$ cat config.mk
export PLATFORM = sky130hd
export DESIGN_NAME = fetch_pc
export DESIGN_NICKNAME = d
export VERILOG_FILES = /design/src/rtl/fetch_pc.sv
export SDC_FILE = /design/constraint.sdc
export NUM_CORES = 1
export LEC_CHECK = 0
export ABC_AREA = 0
export ABC_CLOCK_PERIOD_IN_PS = 1600
export BUFFER_PORTS_ARGS = -buffer_cell sky130_fd_sc_hd__buf_2
export CAP_MARGIN = 20
export CORE_MARGIN = 1.5
export CORE_UTILIZATION = 40
export DETAILED_ROUTE_END_ITERATION = 7
export PLACE_DENSITY = 0.76
export SYNTH_ARGS = -nofsm -noshare
export SYNTH_HDL_FRONTEND = slang
export SYNTH_SLANG_ARGS = --single-unit
export TNS_END_PERCENT = 30
$ cat constraint.sdc
create_clock -name clk -period 1.6 [get_ports clk]
set_clock_uncertainty 0.2 [all_clocks]
set_input_delay 0.32 -clock clk [delete_from_list [all_inputs] [get_ports clk]]
set_output_delay 0.32 -clock clk [all_outputs]
set_load 0.005 [all_outputs]
$ cat src/rtl/fetch_pc.sv
// Fetch-stage program counter and IF/ID pipeline register.
// Two-state fetch control: FETCH issues imem requests, HOLD parks the PC during decode stalls.
module fetch_pc #(
  parameter logic [31:0] RESET_PC = 32'd0
) (
  input  logic        clk,
  input  logic        rst_n,
  input  logic [31:0] npc_in,
  input  logic        pcsrc,
  input  logic [31:0] branch_target,
  input  logic        stall,
  input  logic        flush,
  input  logic [31:0] instr_in,
  input  logic        imem_ready,
  output logic [31:0] pc_out,
  output logic        imem_req,
  output logic [31:0] ifid_instr,
  output logic [31:0] ifid_npc,
  output logic        ifid_valid
);

  typedef enum logic {
    S_FETCH = 1'b0,
    S_HOLD  = 1'b1
  } state_t;

  state_t      r_state;
  state_t      w_state_next;
  logic [31:0] r_pc;
  logic [31:0] w_pc_next;
  logic [31:0] r_ifid_instr;
  logic [31:0] w_ifid_instr_next;
  logic [31:0] r_ifid_npc;
  logic [31:0] w_ifid_npc_next;
  logic        r_ifid_valid;
  logic        w_ifid_valid_next;
  logic        w_fetch_ok;

  // A fetch completes only in FETCH with memory ready; HOLD exit always costs one cycle.
  assign w_fetch_ok = (r_state == S_FETCH) && imem_ready;

  always_comb begin
    w_state_next      = r_state;
    w_pc_next         = r_pc;
    w_ifid_instr_next = r_ifid_instr;
    w_ifid_npc_next   = r_ifid_npc;
    w_ifid_valid_next = r_ifid_valid;

    if (pcsrc) begin
      w_pc_next         = branch_target;
      w_ifid_instr_next = 32'd0;
      w_ifid_valid_next = 1'b0;
      w_state_next      = S_FETCH;
    end else if (flush) begin
      w_ifid_instr_next = 32'd0;
      w_ifid_valid_next = 1'b0;
      if (stall) begin
        w_state_next = S_HOLD;
      end else begin
        w_state_next = S_FETCH;
        if (w_fetch_ok) begin
          w_pc_next       = npc_in;
          w_ifid_npc_next = npc_in;
        end
      end
    end else if (stall) begin
      w_state_next = S_HOLD;
    end else if (r_state == S_HOLD) begin
      // Decode consumes the held entry this cycle, so IF/ID becomes a bubble.
      w_state_next      = S_FETCH;
      w_ifid_valid_next = 1'b0;
    end else if (imem_ready) begin
      w_pc_next         = npc_in;
      w_ifid_instr_next = instr_in;
      w_ifid_npc_next   = npc_in;
      w_ifid_valid_next = 1'b1;
    end else begin
      w_ifid_valid_next = 1'b0;
    end
  end

  always_ff @(posedge clk) begin
    if (!rst_n) begin
      r_state      <= S_FETCH;
      r_pc         <= RESET_PC;
      r_ifid_instr <= 32'd0;
      r_ifid_npc   <= 32'd0;
      r_ifid_valid <= 1'b0;
    end else begin
      r_state      <= w_state_next;
      r_pc         <= w_pc_next;
      r_ifid_instr <= w_ifid_instr_next;
      r_ifid_npc   <= w_ifid_npc_next;
      r_ifid_valid <= w_ifid_valid_next;
    end
  end

  // Request is suppressed while reset is held so memory sees no fetch of a stale PC.
  assign imem_req   = rst_n && (r_state == S_FETCH);
  assign pc_out     = r_pc;
  assign ifid_instr = r_ifid_instr;
  assign ifid_npc   = r_ifid_npc;
  assign ifid_valid = r_ifid_valid;

endmodule
==> impl_metrics.csv <==
group,metric,value,unit
floorplan,core_region_area,9280,µm²
floorplan,initial_core_util,41.5,%
layout,antenna_cells,0,
clock_tree,h-tree-depth,3,
layout,mostFrequentLayoutCells,"buf_2, nand2_1, a21oi_1, dfxtp_1, dlygate4sd3_1",
global_route,grt_max_degree,47,
clock_tree,path_clk_slew,100,ps
power,leakagePower,2.73,nW
sta,worstMarginPinSlew,288,ps
sta,slew_headroom,80.7,%
layout,instances_no_fill,839,
placed_design,place_congestion,0.823,
global_route,grt_pass1_vias,4038,
flow_run,max-cap-violations,0,
routing,drc_errors,0,
layout,nets,807,
layout,layout-drive-gt1-share,38.2,%
sta,fin_setup_tns,0,ps
sta,min_period,1570,ps
sta,max_clock_freq,639,MHz
layout,syn2layout_area_growth,48.9,%
clock_tree,post-cts-setup-buffer-count,0,
worst_setup_path,cp.arrival,1620,ps
worst_setup_path,start_kind,"register",
placed_design,dp_cells,779,
placed_design,io_buffers,199,
layout,fillers,817,
placed_design,pre_cts_slack,-98.1,ps
synthesis,yosys_warnings,0,
sta,timing.hold.ws,18.5,ps
worst_setup_path,crit_fanout,43,
synthesis,syn_inst,471,
floorplan,num_io_pins,200,
worst_setup_path,crit_path_max_incr_delay,500,ps
clock_tree,cts_tree,"yes",
global_route,gr-total-overflow,0,
global_route,antenna_found_initial,0,
global_route,grt_pass1_wl,19300,µm
power,ir_worst_vdd,0.559,mV
synthesis,synth_area_per_cell,8.17,µm²
sta,setup_viol,0,
synthesis,syn-num-nets,573,
power,total_power,5.00,mW
routing,wirelength,12600,µm
clock_tree,cts_buffers,9,
sta,drv_slew,0,
synthesis,synthesis.area,3850,µm²
routing,avgRoutedWirePerCell,15.0,µm
floorplan,dieArea,10200,µm²
global_route,track_usage,24.0,%
worst_setup_path,crit_slowest_cell,"or3b_2",
worst_setup_path,critPathCaptureType,"register",
clock_tree,cts_sinks,98,
sta,fin_crit_sh,97.9,%
worst_setup_path,required,1650,ps
placed_design,dp_hpwl,8480,µm
synthesis,ys_types,17,
clock_tree,clock_path_buffers,2,
floorplan,die_h,101,µm
routing,via_per_inst,5.08,
routing,drtIter0Drc,184,
clock_tree,clock_latency,340,ps
synthesis,ys_ff_latch,98,
floorplan,die_x,101,µm
sta,hold_viol_final,0,
sta,fin_ws,34.3,ps
synthesis,ys_seq_area_share,51.0,%
floorplan,rows,35,
worst_setup_path,path_cells,"or3b_2 -> buf_12 -> nand2_1 -> a21oi_1",
worst_setup_path,critPathBufInv,1,
routing,vias,4263,
worst_hold_path,min_path_type,"primary input to register",
sta,rsz0062_at_grt,"no",
routing,firstDrtPassIters,5,
routing,drtAntennaViolNets,0,
worst_setup_path,crit_family,"simple AND/OR/NAND/NOR gates",
outcome,status,"finished, final reports clean",
power,powerDensity,872,nW/µm²
worst_setup_path,crit_type,"register to register",
clock_tree,clockRootBuffer,"clkbuf_8",
layout,mostFrequentLayoutCell,"buf_2",
==> worst min-delay path, cell delays in order <==
cell,delay (ps)
buf_2,90
nand3_1,60
nand2_1,60
==> cell usage after synthesis <==
library cell  instances  area (µm²)
nor3b_1               1        7.51
dfxtp_1              98        1960
or4b_4                1        13.8
o21ai_0              32         160
inv_1                 2        7.51
and3_1                1        6.26
nand3_2              30         300
buf_2                17        85.1
buf_6                 5        56.3
clkbuf_1             18        67.6
buf_1                 2        7.51
nand2_1             129         484
nand3_1              35         175
a21oi_1              97         485
or3b_1                1        8.76
nor4b_2               1        15.0
nor2b_1               1        6.26
==> state kept, by name, summed over array words and instances, names as in the netlist <==
signal / cells
ifid_instr: 32
ifid_npc: 32
ifid_valid: 1
pc_out: 32
r_state: 1
==> cell type report <==
class / count / area [µm²] / area share [%]
inverter: 2 / 7.51 / 0.131
clock buffer: 11 / 151 / 2.64
clock inverter: 5 / 61.3 / 1.07
sequential: 98 / 1960 / 34.3
tap: 129 / 161 / 2.82
multi-input combinational: 329 / 1680 / 29.3
timing repair buffer: 265 / 1710 / 29.8
==> cells by family (layout without fill, tap and decap cells) <==
kind of cell | after synthesis | after routing | share of synthesized area (%)
and+or+nand+nor | 200 | 200 | 26.4
AOI/OAI and AO/OA | 129 | 129 | 16.8
DFF | 98 | 98 | 51.0
buffers and inverters | 44 | 283 | 5.82
==> through the flow <==
| step | area [µm²] | utilization [%] |
|---|---|---|
| floorplan | 3850 | - |
| global placement | 5070 | 54.6 |
| detailed placement | 5070 | 54.6 |
| CTS | 5730 | 61.7 |
| global route | 5730 | 61.7 |
| finish | 5730 | 61.7 |
==> routing by layer <==
metal / up-vias / GRT usage [%] / wire length, µm
met4: 0 / 9.40 / 381
met2: 218 / 41.8 / 6270
li1: 2050 / - / -
met1: 1961 / 28.2 / 5010
met3: 34 / 5.83 / 925
met5: - / 0 / 0
==> power breakdown <==
part	switching (mW)	internal (mW)	leakage [nW]	total [mW]
sequential	0.0551	2.54	0.801	2.59
clock	0.849	0.818	0.110	1.67
combinational	0.377	0.365	1.82	0.742
==> path summary, 6_finish.rpt <==
path	from	end	slack, ps	depth (start not counted)
max	r_state	ifid_instr[17]	30	4
min	npc_in[27]	ifid_npc[27]	20	3
max reg2reg	r_state	ifid_instr[17]	30	4
min reg2reg	ifid_npc[10]	ifid_npc[10]	250	2
==> repair_timing <==
item / 4_1_cts / 5_1_grt
resized for setup: 1 / 1
endpoints found under the setup margin: 1 / 21
hold endpoints to repair: 45 / 0
hold buffers: 45 / 0
Note: power is estimated with default switching activity, not from simulation.
